--- src/rtl/otp_auth_if.sv ---
// Signal bundle between the front-panel synchronisers, the OTP authenticator and the display mux.
interface otp_auth_if #(
  parameter int DIGIT_W    = 4,
  parameter int NUM_DIGITS = 4,
  parameter int MAX_TRIES  = 3
);
  localparam int OTP_W = NUM_DIGITS * DIGIT_W;
  localparam int IDX_W = $clog2(NUM_DIGITS + 1);
  localparam int TRY_W = $clog2(MAX_TRIES + 1);

  logic [DIGIT_W-1:0] digit_in;
  logic               digit_valid;
  logic               gen_req;
  logic [OTP_W-1:0]   otp_digits;
  logic               otp_valid;
  logic [OTP_W-1:0]   entry_digits;
  logic [IDX_W-1:0]   digit_idx;
  logic [TRY_W-1:0]   tries;
  logic               auth_ok;
  logic               auth_fail;
  logic               fail_timeout;
  logic               locked;

  modport master (
    output digit_in, digit_valid, gen_req,
    input  otp_digits, otp_valid, entry_digits, digit_idx, tries,
           auth_ok, auth_fail, fail_timeout, locked
  );

  modport slave (
    input  digit_in, digit_valid, gen_req,
    output otp_digits, otp_valid, entry_digits, digit_idx, tries,
           auth_ok, auth_fail, fail_timeout, locked
  );
endinterface

--- src/rtl/otp_auth_engine.sv ---
// One-time-password authenticator: LFSR-issued code, digit-by-digit entry, retry lockout and OTP lifetime.
module otp_auth_engine #(
  parameter int                DIGIT_W     = 4,
  parameter int                NUM_DIGITS  = 4,
  parameter int                LFSR_W      = 16,
  parameter logic [LFSR_W-1:0] LFSR_TAPS   = 16'hB400,
  parameter logic [LFSR_W-1:0] LFSR_SEED   = 16'hACE1,
  parameter int                MAX_TRIES   = 3,
  parameter int                TIMEOUT_CYC = 1000000,
  parameter int                LOCK_CYC    = 5000000
) (
  input  logic      clk,
  input  logic      reset,
  otp_auth_if.slave bus
);
  localparam int OTP_W = NUM_DIGITS * DIGIT_W;
  localparam int IDX_W = $clog2(NUM_DIGITS + 1);
  localparam int TRY_W = $clog2(MAX_TRIES + 1);
  localparam int TMR_W = (TIMEOUT_CYC > 1) ? $clog2(TIMEOUT_CYC) : 1;
  localparam int LCK_W = (LOCK_CYC > 1) ? $clog2(LOCK_CYC) : 1;
  localparam logic [LFSR_W-1:0] SEED_EFF = (LFSR_SEED == '0) ? LFSR_W'(1) : LFSR_SEED;

  if (OTP_W > LFSR_W) begin : g_bad_width
    $error("otp_auth_engine: NUM_DIGITS*DIGIT_W exceeds LFSR_W");
  end

  typedef enum logic [1:0] {S_IDLE, S_ARMED, S_CHECK, S_LOCKED} state_t;

  state_t             state_q, state_d;
  logic [LFSR_W-1:0]  lfsr_q, lfsr_d;
  logic [OTP_W-1:0]   otp_q, otp_d;
  logic [OTP_W-1:0]   entry_q, entry_d;
  logic [IDX_W-1:0]   idx_q, idx_d;
  logic [TRY_W-1:0]   tries_q, tries_d;
  logic [TMR_W-1:0]   timer_q, timer_d;
  logic [LCK_W-1:0]   lock_cnt_q, lock_cnt_d;
  logic               otp_valid_q, otp_valid_d;
  logic               locked_q, locked_d;
  logic               auth_ok_q, auth_ok_d;
  logic               auth_fail_q, auth_fail_d;
  logic               fail_timeout_q, fail_timeout_d;

  always_ff @(posedge clk) begin
    if (reset) begin
      state_q        <= S_IDLE;
      lfsr_q         <= SEED_EFF;
      otp_q          <= '0;
      entry_q        <= '0;
      idx_q          <= '0;
      tries_q        <= '0;
      timer_q        <= '0;
      lock_cnt_q     <= '0;
      otp_valid_q    <= 1'b0;
      locked_q       <= 1'b0;
      auth_ok_q      <= 1'b0;
      auth_fail_q    <= 1'b0;
      fail_timeout_q <= 1'b0;
    end else begin
      state_q        <= state_d;
      lfsr_q         <= lfsr_d;
      otp_q          <= otp_d;
      entry_q        <= entry_d;
      idx_q          <= idx_d;
      tries_q        <= tries_d;
      timer_q        <= timer_d;
      lock_cnt_q     <= lock_cnt_d;
      otp_valid_q    <= otp_valid_d;
      locked_q       <= locked_d;
      auth_ok_q      <= auth_ok_d;
      auth_fail_q    <= auth_fail_d;
      fail_timeout_q <= fail_timeout_d;
    end
  end

  always_comb begin
    state_d        = state_q;
    lfsr_d         = {1'b0, lfsr_q[LFSR_W-1:1]} ^ (lfsr_q[0] ? LFSR_TAPS : '0);
    otp_d          = otp_q;
    entry_d        = entry_q;
    idx_d          = idx_q;
    tries_d        = tries_q;
    timer_d        = timer_q;
    lock_cnt_d     = lock_cnt_q;
    auth_ok_d      = 1'b0;
    auth_fail_d    = 1'b0;
    fail_timeout_d = 1'b0;

    case (state_q)
      S_IDLE: begin
        if (bus.gen_req) begin
          otp_d   = lfsr_q[OTP_W-1:0];
          entry_d = '0;
          idx_d   = '0;
          timer_d = '0;
          state_d = S_ARMED;
        end
      end

      // Timeout outranks a fresh request, which in turn outranks a digit on the same edge.
      S_ARMED: begin
        if (timer_q == TMR_W'(TIMEOUT_CYC - 1)) begin
          auth_fail_d    = 1'b1;
          fail_timeout_d = 1'b1;
          otp_d          = '0;
          entry_d        = '0;
          idx_d          = '0;
          timer_d        = '0;
          state_d        = S_IDLE;
        end else if (bus.gen_req) begin
          otp_d   = lfsr_q[OTP_W-1:0];
          entry_d = '0;
          idx_d   = '0;
          timer_d = '0;
        end else begin
          timer_d = timer_q + TMR_W'(1);
          if (bus.digit_valid) begin
            for (int i = 0; i < NUM_DIGITS; i++) begin
              if (idx_q == IDX_W'(i)) begin
                entry_d[i*DIGIT_W +: DIGIT_W] = bus.digit_in;
              end
            end
            idx_d = idx_q + IDX_W'(1);
            if (idx_q == IDX_W'(NUM_DIGITS - 1)) begin
              state_d = S_CHECK;
            end
          end
        end
      end

      // The lifetime keeps running through a retry, so it saturates here and expires back in ARMED.
      S_CHECK: begin
        if (timer_q != TMR_W'(TIMEOUT_CYC - 1)) begin
          timer_d = timer_q + TMR_W'(1);
        end
        entry_d = '0;
        idx_d   = '0;
        if (entry_q == otp_q) begin
          auth_ok_d = 1'b1;
          tries_d   = '0;
          otp_d     = '0;
          state_d   = S_IDLE;
        end else begin
          auth_fail_d = 1'b1;
          tries_d     = tries_q + TRY_W'(1);
          if (tries_q == TRY_W'(MAX_TRIES - 1)) begin
            otp_d      = '0;
            lock_cnt_d = '0;
            state_d    = S_LOCKED;
          end else begin
            state_d = S_ARMED;
          end
        end
      end

      S_LOCKED: begin
        if (lock_cnt_q == LCK_W'(LOCK_CYC - 1)) begin
          lock_cnt_d = '0;
          tries_d    = '0;
          state_d    = S_IDLE;
        end else begin
          lock_cnt_d = lock_cnt_q + LCK_W'(1);
        end
      end

      default: state_d = S_IDLE;
    endcase

    otp_valid_d = (state_d == S_ARMED) || (state_d == S_CHECK);
    locked_d    = (state_d == S_LOCKED);
  end

  assign bus.otp_digits   = otp_q;
  assign bus.otp_valid    = otp_valid_q;
  assign bus.entry_digits = entry_q;
  assign bus.digit_idx    = idx_q;
  assign bus.tries        = tries_q;
  assign bus.auth_ok      = auth_ok_q;
  assign bus.auth_fail    = auth_fail_q;
  assign bus.fail_timeout = fail_timeout_q;
  assign bus.locked       = locked_q;
endmodule

--- src/flat_wrapper.sv ---
// flat-port wrapper written by rule: the top's interface ports become plain ports
module otp_auth_engine_flat 
#(
  parameter int                DIGIT_W     = 4,
  parameter int                NUM_DIGITS  = 4,
  parameter int                LFSR_W      = 16,
  parameter logic [LFSR_W-1:0] LFSR_TAPS   = 16'hB400,
  parameter logic [LFSR_W-1:0] LFSR_SEED   = 16'hACE1,
  parameter int                MAX_TRIES   = 3,
  parameter int                TIMEOUT_CYC = 1000000,
  parameter int                LOCK_CYC    = 5000000
)
  (clk, reset, bus_digit_in, bus_digit_valid, bus_gen_req, bus_otp_digits, bus_otp_valid, bus_entry_digits, bus_digit_idx, bus_tries, bus_auth_ok, bus_auth_fail, bus_fail_timeout, bus_locked);
  otp_auth_if #(.DIGIT_W(DIGIT_W), .NUM_DIGITS(NUM_DIGITS), .MAX_TRIES(MAX_TRIES)) bus_i ();
  input  logic clk;
  input  logic reset;
  input wire logic [$bits(bus_i.digit_in)-1:0] bus_digit_in;
  input wire logic [$bits(bus_i.digit_valid)-1:0] bus_digit_valid;
  input wire logic [$bits(bus_i.gen_req)-1:0] bus_gen_req;
  output wire logic [$bits(bus_i.otp_digits)-1:0] bus_otp_digits;
  output wire logic [$bits(bus_i.otp_valid)-1:0] bus_otp_valid;
  output wire logic [$bits(bus_i.entry_digits)-1:0] bus_entry_digits;
  output wire logic [$bits(bus_i.digit_idx)-1:0] bus_digit_idx;
  output wire logic [$bits(bus_i.tries)-1:0] bus_tries;
  output wire logic [$bits(bus_i.auth_ok)-1:0] bus_auth_ok;
  output wire logic [$bits(bus_i.auth_fail)-1:0] bus_auth_fail;
  output wire logic [$bits(bus_i.fail_timeout)-1:0] bus_fail_timeout;
  output wire logic [$bits(bus_i.locked)-1:0] bus_locked;
  assign bus_i.digit_in = bus_digit_in;
  assign bus_i.digit_valid = bus_digit_valid;
  assign bus_i.gen_req = bus_gen_req;
  assign bus_otp_digits = bus_i.otp_digits;
  assign bus_otp_valid = bus_i.otp_valid;
  assign bus_entry_digits = bus_i.entry_digits;
  assign bus_digit_idx = bus_i.digit_idx;
  assign bus_tries = bus_i.tries;
  assign bus_auth_ok = bus_i.auth_ok;
  assign bus_auth_fail = bus_i.auth_fail;
  assign bus_fail_timeout = bus_i.fail_timeout;
  assign bus_locked = bus_i.locked;
  otp_auth_engine #(.DIGIT_W(DIGIT_W), .NUM_DIGITS(NUM_DIGITS), .LFSR_W(LFSR_W), .LFSR_TAPS(LFSR_TAPS), .LFSR_SEED(LFSR_SEED), .MAX_TRIES(MAX_TRIES), .TIMEOUT_CYC(TIMEOUT_CYC), .LOCK_CYC(LOCK_CYC)) u_core (.clk(clk), .reset(reset), .bus(bus_i));
endmodule
--- config.mk ---
export PLATFORM = sky130hd
export DESIGN_NAME = otp_auth_engine_flat
export DESIGN_NICKNAME = d
export VERILOG_FILES = /design/src/rtl/otp_auth_if.sv /design/src/rtl/otp_auth_engine.sv /design/src/flat_wrapper.sv
export SDC_FILE = /design/constraint.sdc
export NUM_CORES = 1
export LEC_CHECK = 0
export CAP_MARGIN = 20
export CORE_MARGIN = 10
export CORE_UTILIZATION = 40
export DETAILED_ROUTE_END_ITERATION = 7
export PLACE_DENSITY = 0.57
export SLEW_MARGIN = 20
export SYNTH_ARGS = -nofsm -noshare
export SYNTH_HDL_FRONTEND = slang
export SYNTH_SLANG_ARGS = --single-unit
--- constraint.sdc ---
create_clock -name clk -period 7.8 [get_ports clk]
set_clock_uncertainty 0.05 [all_clocks]
set_input_delay 1.17 -clock clk [delete_from_list [all_inputs] [get_ports clk]]
set_output_delay 1.17 -clock clk [all_outputs]
set_load 0.03 [all_outputs]
* Word-level counts from Yosys, hierarchy flattened
Index checks and enable logic that the tools add are counted.
** Storage, ports and cells
- Output and inout bits :: 42
- Flip-flop bits (word level) :: 103
- Bits of input ports :: 8
- Word-level logic and storage cells :: 109
** Operators by class
- Reductions and logical operators :: 16
- Bitwise logic cells :: 3
- Add/sub/neg operators :: 4
- Multiplexer cells :: 45
- Eq/ne operators :: 25
** Operator list (count)
- $mux 16 :: 9
- $pmux 16 s3 :: 2
- $mux 20 :: 4
- $mux 23 :: 3
- $pmux 20 s3 :: 1
- $pmux 23 s2 :: 1
- $add 23x1->23 const B :: 1
- $eq 23x23->1 const B :: 1
- $add 20x1->20 const B :: 1
- $eq 20x20->1 const B :: 1
- $mux 2 :: 10
- $ne 20x20->1 const B :: 1
- $eq 16x16->1 :: 1
- $mux 4 :: 4
- $ne 4x2->1 const B :: 4
- $reduce_and 4->1 :: 4
- $xor 15x16->16 :: 1
- $mux 3 :: 4
- $eq 2x2->1 const B :: 5
- $pmux 3 s3 :: 1
- $reduce_and 3->1 :: 3
- $pmux 2 s4 :: 1
- $eq 3x2->1 const B :: 2
- $ne 2x1->1 const B :: 3
- 18 further kinds :: 25

* Longest topological paths before layout
Gate-level depths: netlist of the first run.
- Word-level depth :: 8
- Gate-level depth with buffers :: 10

* Worst setup path before layout of the first run
Ideal clock, no wire load.
- Path type :: input -> register
- Start :: in bus_gen_req
- End :: reg u_core.timer_q[1]
- Setup slack :: 5.141 ns
- Required time :: 7.680 ns
- Stages on the path :: 8
- Arrival time :: 2.539 ns
- Setup time :: 0.070 ns
- Path buffers :: 3
- Cells stage by stage :: clkbuf_1 -> nand2b_1 -> a21oi_1 -> clkbuf_1 -> o21ai_0 -> a31o_2 -> buf_2 -> a21oi_1
** On the way
- Word-level cells in the longest chain between the ends :: 3
- Elaborated cells on any way between the ends :: 5
- Classes of those cells :: eq/ne: 1; mux: 3; reduce/logical: 1
** RTL lines
- start: declaration :: line flat_wrapper.sv:19 : input wire logic [$bits(bus_i.gen_req)-1:0] bus_gen_req;
- $mux 20 :: line otp_auth_engine.sv:109 : end else if (bus.gen_req) begin
- $mux 20 :: line otp_auth_engine.sv:101 : if (timer_q == TMR_W'(TIMEOUT_CYC - 1)) begin
- $pmux 20 s3 :: line otp_auth_engine.sv:88 : case (state_q)
- end signal: assignment :: line otp_auth_engine.sv:65 : timer_q <= timer_d;
- end: declaration :: line otp_auth_engine.sv:35 : logic [TMR_W-1:0] timer_q, timer_d;
Several ways; a longest one is shown, not always the timed one.
A chain may end at the register's enable or synchronous reset.

* Final worst setup path of the first run
- Start :: in bus_gen_req
- End :: reg u_core.otp_q[8], in the netlist u_core.bus.otp_digits[8]
** On the way
- Word-level cells in the longest chain between the ends :: 3
** RTL lines
- $mux 16 *
- $mux 16
- $pmux 16 s3 *
- end signal: assignment :: line otp_auth_engine.sv:61 : otp_q <= otp_d;
- end: declaration :: line otp_auth_engine.sv:31 : logic [OTP_W-1:0] otp_q, otp_d;
Every way passes the cells marked *; elsewhere a longest branch is shown, timed or not.

==> results of run 1 <==
==> worst max-delay path, cell delays in order <==
cell and delay [ps]:
clkdlybuf4s50_1 560, nand2b_1 210, a21oi_1 680, a2111o_1 600, a22oi_1 180, nor2_1 110
==> metrics by stage <==
stage          instance area, sq um  power, mW  hold WS (ps)  utilization (%)  std cells
6_report                       5690      1.214         405.6            49.41        722
5_1_grt                        5690      1.261         421.9            49.41        722
4_1_cts                        5684      1.225         402.6            49.36        722
3_5_place_dp                   5364     0.7387         383.2            46.58        706
3_3_place_gp                   5364     0.7369         391.2            46.58        706
2_1_floorplan                  4758     0.6860         368.0                -        533
==> synthesized netlist by cell type (all sizes together) (8+ instances only) <==
master    n  share of area, %
nor2b    12               1.6
dfxtp   103                43
o21ai    22               2.3
a22oi    10               1.6
nand3    24               2.5
clkbuf   16               1.3
nor3     15               1.6
a21oi    22               2.6
mux2i    18               3.8
xor2     17               3.1
o31ai     9               1.4
a32o      9               1.9
and3     19               2.5
inv      11              0.87
nand2    34               2.7
and4      8               1.5
xnor2    20               3.7
ha       13               3.4
nor2     68               5.4
==> routing by layer <==
metal	up-vias	track usage (%)	share of wire (%)
li1	1993	-	-
met3	15	4.241	4.1
met2	76	22.82	46
met4	0	5.351	1.5
met5	-	0	0
met1	1949	19.83	49
==> layout make-up <==
type	count	area, sq um	share of cell area [%]
well taps	143	178.9	3.144
clock buffers	9	225.2	3.958
flip-flops and latches	103	2062	36.24
multi-input cells	396	2576	45.27
inverters	12	45.04	0.7916
repair buffers	52	508.0	8.927
clock inverters	7	95.09	1.671
==> cell families after synthesis <==
logic type,count (synthesis)
multiplexers,18
AO/OA/AOI/OAI,104
adder cells (fa/ha/maj),13
XOR/XNOR,37
AND/OR/NAND/NOR,224
flip-flops,103
buffers and inverters,34
==> state kept, by name, summed over array words and instances (netlist names) <==
register	count
u_core.lock_cnt_q	23
u_core.timer_q	20
u_core.bus.entry_digits	16
u_core.bus.otp_digits	16
u_core.lfsr_q	16
u_core.bus.digit_idx	3
u_core.bus.tries	2
u_core.state_q	2
u_core.bus.auth_fail	1
u_core.bus.auth_ok	1
u_core.bus.fail_timeout	1
u_core.bus.locked	1
u_core.bus.otp_valid	1
==> power breakdown <==
part,switching [mW],internal [mW]
logic,0.100,0.0640
clock network,0.205,0.282
registers,0.0176,0.544
total,0.323,0.891
==> worst paths after layout <==
check	startpoint	end	slack (ps)
worst min register to register	u_core.lfsr_q[8]	u_core.lfsr_q[7]	410
worst max-delay path	bus_gen_req	u_core.bus.otp_digits[8]	4520
worst min-delay path	u_core.lfsr_q[8]	u_core.lfsr_q[7]	410
worst max register to register	u_core.timer_q[5]	u_core.bus.otp_digits[5]	4950
==> key figures, run 1 <==
Outcome
  – Status: complete, no violations

Place
  – Final HPWL DP: a little under 9 mm
  – Dpl ws: around 4200 ps
  – Routability cong.: around 0.87
  – Port buffer count: 49

CTS
  – Post-CTS setup buffers: 0
  – Clk buf depth: 2
  – Worst-Skew Late Latency: between 300 and 400 ps
  – Clock sink total: between 100 and 150
  – Clock transition at path regs: 70 ps
  – Hold_buf cts: 0
  – CTS buffer count: 9
  – Root buf cell: clkbuf_16
  – Post-cts sizing count: 0
  – CTS tree: yes
  – H-tree lvl count: 3

Timing
  – Fin crit share: between 40% and 50%
  – Setup TNS: 0 ps
  – Setup WS post-layout: 4515 ps
  – Slew @ Worst Pin: about 1100 ps
  – Rel. slew slack: 25.03%
  – Endpoints failing setup: 0
  – Max-slew violation count: 0
  – RSZ-0062 raised after global routing: false
  – Final hold violation count: 0
  – Fmax: 304.4 MHz
  – Min cycle time layout: roughly 3300 ps

Worst setup path
  – Crit-path max FO: 16
  – CP Data Arrival Time: around 3500 ps
  – Critical Path Source Type: primary input
  – CP Capture Type: register
  – Critical Path RT: between 8000 and 9000 ps
  – Critical path class: in -> reg
  – Path depth of the worst reg2reg path: 5

Floorplanning
  – Core area: about 0.012 sq mm
  – Boundary Pins: 50
  – Cell row count: 39
  – Die area: 0.01666 sq mm
  – Initial Utilization: 41.32%
  – Die Y-Extent: approximately 130 um
  – Chip Width: approximately 130 um

Layout
  – N_diodes: 0
  – Area growth syn-to-layout: 19.59%
  – Share of cells above drive strength 1: 6.218%
  – Final nets: around 600
  – Number of fill cells: between 1k and 1.5k
  – Most common cell after layout, fill and taps aside: dfxtp_1
  – Commonest cells after routing, fill and taps aside: dfxtp_1 (103), nor2_1 (68), clkdlybuf4s50_1 (48)

Synth
  – Syn Inst Count: between 500 and 600
  – Largest family of logic cells by synthesized area: simple AND/OR/NAND/NOR gates
  – Synth Area in XOR/XNOR: between 6 and 7%
  – Syn Area/Cell: 8.927 sq um
  – Yosys reg bits: just over 100
  – Mapped Area: between 0.004 and 0.005 sq mm
  – Register area share after synthesis: a little over two fifths
  – Distinct cells, synth: 53
  – Synth Area in Compound Gates: 15.44%
  – Number of synthesized flops with an enable pin: 0
  – Simple-Gate Fraction of Synth Area: 24.32%
  – Syn. warnings: 0
  – Adder-Cell Fraction of Synth Area: ~3.4%
  – Mux share of post-synthesis cell area: under 10%
  – Ys flop type: dfxtp_1
  – Mapped Nets: around 550
  – Post-synthesis async set-or-reset flop share: 0%

Drt
  – Via Count: 4033
  – Via density: about 5.6
  – Iter 0 DRT Violations: about 310
  – WL final: ~12 mm
  – Post-DRT Antenna Nets: 0
  – DR WL/cell: 17.03 um
  – Remaining DRCs: 0
  – Pre-antenna DRT Iters: 5

Hold path
  – Worst hold path type: reg -> reg
  – WHS Path Cells: 1

GRT
  – Pin count of the biggest net entering global routing: 73
  – First-pass GRT wire length: 19.97 mm
  – Initial antenna violation count: 0
  – GRT Util Overall: about 15%
  – Total grt overflow: 0
  – Vias in the first global route: roughly 3.8k

Power and ir drop
  – Peak VDD IR: 0.0001550 V
  – Power Dens Cells: approximately 210 mW/mm^2
  – Static Leak: a little over 2 nW

Job
  – Max Cap Viol: 0
No activity file was read; power rests on OpenSTA's default activity.
==> run 2: changes to the inputs <==
--- a/config.mk
+++ b/config.mk
@@ -9,7 +9,7 @@
 export CORE_MARGIN = 10
 export CORE_UTILIZATION = 40
 export DETAILED_ROUTE_END_ITERATION = 7
-export PLACE_DENSITY = 0.57
+export PLACE_DENSITY = 0.59
 export SLEW_MARGIN = 20
 export SYNTH_ARGS = -nofsm -noshare
 export SYNTH_HDL_FRONTEND = slang
==> constraint.sdc (replaced) <==
create_clock -name clk -period 2.9 [get_ports clk]
set_clock_uncertainty 0.05 [all_clocks]
set_input_delay 0.435 -clock clk [delete_from_list [all_inputs] [get_ports clk]]
set_output_delay 0.435 -clock clk [all_outputs]
set_load 0.03 [all_outputs]
==> run 2 against run 1 <==
Effect of this change: first-iteration DRC count decreased by 5.1%; wire length decreased by 0.76%; clock power increased to 2.5 times the previous value; combinational power increased to 2.8 times the previous value; critical endpoint is now u_core.bus.otp_digits[15]; largest power group unchanged.
==> key figures, run 2 (synthesized netlist as in run 1, its figures left out) <==
Outcome
  – Status: complete, no violations

Worst setup path
  – Crit-path max FO: 16
  – Flop2flop setup slack: between 300 and 400 ps
  – Critical Path Source Type: register
  – Family with the most delay on the worst path: compound AO/OA/AOI/OAI gates
  – Cells along the critical path: or4b_4 -> nor4_4 -> a21oi_1 -> a2111o_1 -> a32o_1
  – CP peak stage delay: around 660 ps
  – CP Capture Type: register
  – Critical path class: reg -> reg
  – CP max stage cell: a2111o_1
  – CP Data Arrival Time: 2780 ps
  – Critical Path RT: 3080 ps
  – Crit path buf inv count: 0

Place
  – Placement-stage cell area: 0.005446 sq mm
  – Final HPWL DP: 9.153 mm
  – Routability cong.: 0.8627
  – Port buffer count: 49
  – Cells after DPL: approximately 720

Timing
  – Endpoints failing setup: 0
  – Fmax: between 300 and 400 MHz
  – Fin crit share: 89.58%
  – Final hold violation count: 0
  – Setup TNS: 0 ps
  – Min cycle time layout: ~2600 ps
  – Rel. slew slack: 42.65%
  – Max-slew violation count: 0
  – RSZ-0062 raised after global routing: false
  – Slew @ Worst Pin: ~860 ps

Layout
  – Biggest regs: u_core.lock_cnt_q (23), u_core.timer_q (20)
  – Final nets: a little over 600
  – Fin cells: between 700 and 800
  – Finished Core Util: 49.95%
  – Largest Register: u_core.lock_cnt_q
  – Most common cell after layout, fill and taps aside: dfxtp_1
  – Area growth syn-to-layout: 20.88%
  – Commonest cells after routing, fill and taps aside: dfxtp_1 (103), nor2_1 (68), clkdlybuf4s50_1 (48)
  – Finished Cell Area: between 0.005 and 0.006 sq mm
  – N_diodes: 0
  – Number of flip-flops in the largest register: 23
  – Share of cells above drive strength 1: under 10%

CTS
  – Clk buf depth: 2
  – CTS buffer count: 9
  – Post-cts sizing count: 0
  – Root buf cell: clkbuf_16
  – Hold_buf cts: 0
  – Post-CTS setup buffers: 0
  – Clock sink total: 103
  – H-tree lvl count: 3
  – Worst-Skew Late Latency: ~350 ps
  – CTS tree: yes
  – Clock transition at path regs: about 70 ps

Drt
  – Via density: 5.501
  – Iter 0 DRT Violations: 296
  – Pre-antenna DRT Iters: 4
  – Post-DRT Antenna Nets: 0
  – Via Count: ~4.0k
  – DR WL/cell: between 15 and 20 um
  – Remaining DRCs: 0
  – WL final: 12.20 mm

Job
  – Max Cap Viol: 0

Power and ir drop
  – Power Dens Cells: around 550 mW/mm^2
  – Static Leak: roughly 2.1 nW
  – Peak VDD IR: about 0.00036 V

Floorplanning
  – Die area: roughly 0.017 sq mm
  – Chip Width: around 130 um
  – Boundary Pins: 50
  – Cell row count: 39
  – Die Y-Extent: about 130 um
  – Core area: around 0.012 sq mm
  – Initial Utilization: about two fifths

GRT
  – Pin count of the biggest net entering global routing: between 40 and 50
  – GRT Util Overall: approximately 15%
  – Initial antenna violation count: 0
  – Total grt overflow: 0
  – First-pass GRT wire length: 20.38 mm
  – Vias in the first global route: 3953

Hold path
  – Worst hold path type: reg -> reg
==> run 2: final cells by class <==
class / count / area, sq um
fillers: 1071 / 5764
multi-input cells: 396 / 2570
flip-flops and latches: 103 / 2062
repair buffers: 63 / 590.6
clock buffers: 9 / 225.2
well taps: 143 / 178.9
clock inverters: 7 / 80.08
inverters: 12 / 45.04
==> run 2: path summary, 6_finish.rpt <==
path	start	endpoint	cells after the start
max reg2reg	u_core.timer_q[10]	u_core.bus.otp_digits[15]	5
min reg2reg	u_core.lfsr_q[12]	u_core.lfsr_q[11]	1
min	u_core.lfsr_q[12]	u_core.lfsr_q[11]	1
max	u_core.timer_q[10]	u_core.bus.otp_digits[15]	5
==> run 2: power by group <==
part           switching (mW)  total [mW]  internal [mW]
clock                   0.544        1.22          0.679
sequential             0.0486        1.51           1.46
combinational           0.272       0.452          0.180
total                   0.865        3.19           2.32
==> run 2: through the flow <==
step | worst slack, ps | total power [mW] | hold slack [ps]
4_1_cts | 307.1 | 3.221 | 405.9
6_report | 302.2 | 3.188 | 405.0
3_3_place_gp | 383.7 | 1.991 | 371.6
2_1_floorplan | 399.3 | 1.845 | 368.0
3_5_place_dp | 330.9 | 1.998 | 387.4
5_1_grt | 97.79 | 3.331 | 421.1
==> run 2: metal layers <==
| metal | vias up | routed length [um] | track usage (%) |
|---|---|---|---|
| met5 | - | 0 | 0 |
| met4 | 0 | 197 | 4.816 |
| met3 | 13 | 610 | 3.507 |
| met2 | 74 | 5518 | 23.18 |
| met1 | 1928 | 5875 | 20.29 |
| li1 | 2017 | - | - |
==> run 2: worst register-to-register path, cell delays in order (launching register included) <==
cell	delay [ps]
dfxtp_1	350
or4b_4	570
nor4_4	350
a21oi_1	160
a2111o_1	660
a32o_1	360
==> run 3: changes to the inputs <==
--- a/config.mk
+++ b/config.mk
@@ -10,7 +10,9 @@
 export CORE_UTILIZATION = 40
 export DETAILED_ROUTE_END_ITERATION = 7
 export PLACE_DENSITY = 0.59
+export SKIP_CTS_REPAIR_TIMING = 1
 export SLEW_MARGIN = 20
 export SYNTH_ARGS = -nofsm -noshare
 export SYNTH_HDL_FRONTEND = slang
 export SYNTH_SLANG_ARGS = --single-unit
+export TNS_END_PERCENT = 30
==> results of run 3 <==
Same layout as run 2: the final DEF is identical, and so are final timing and power.
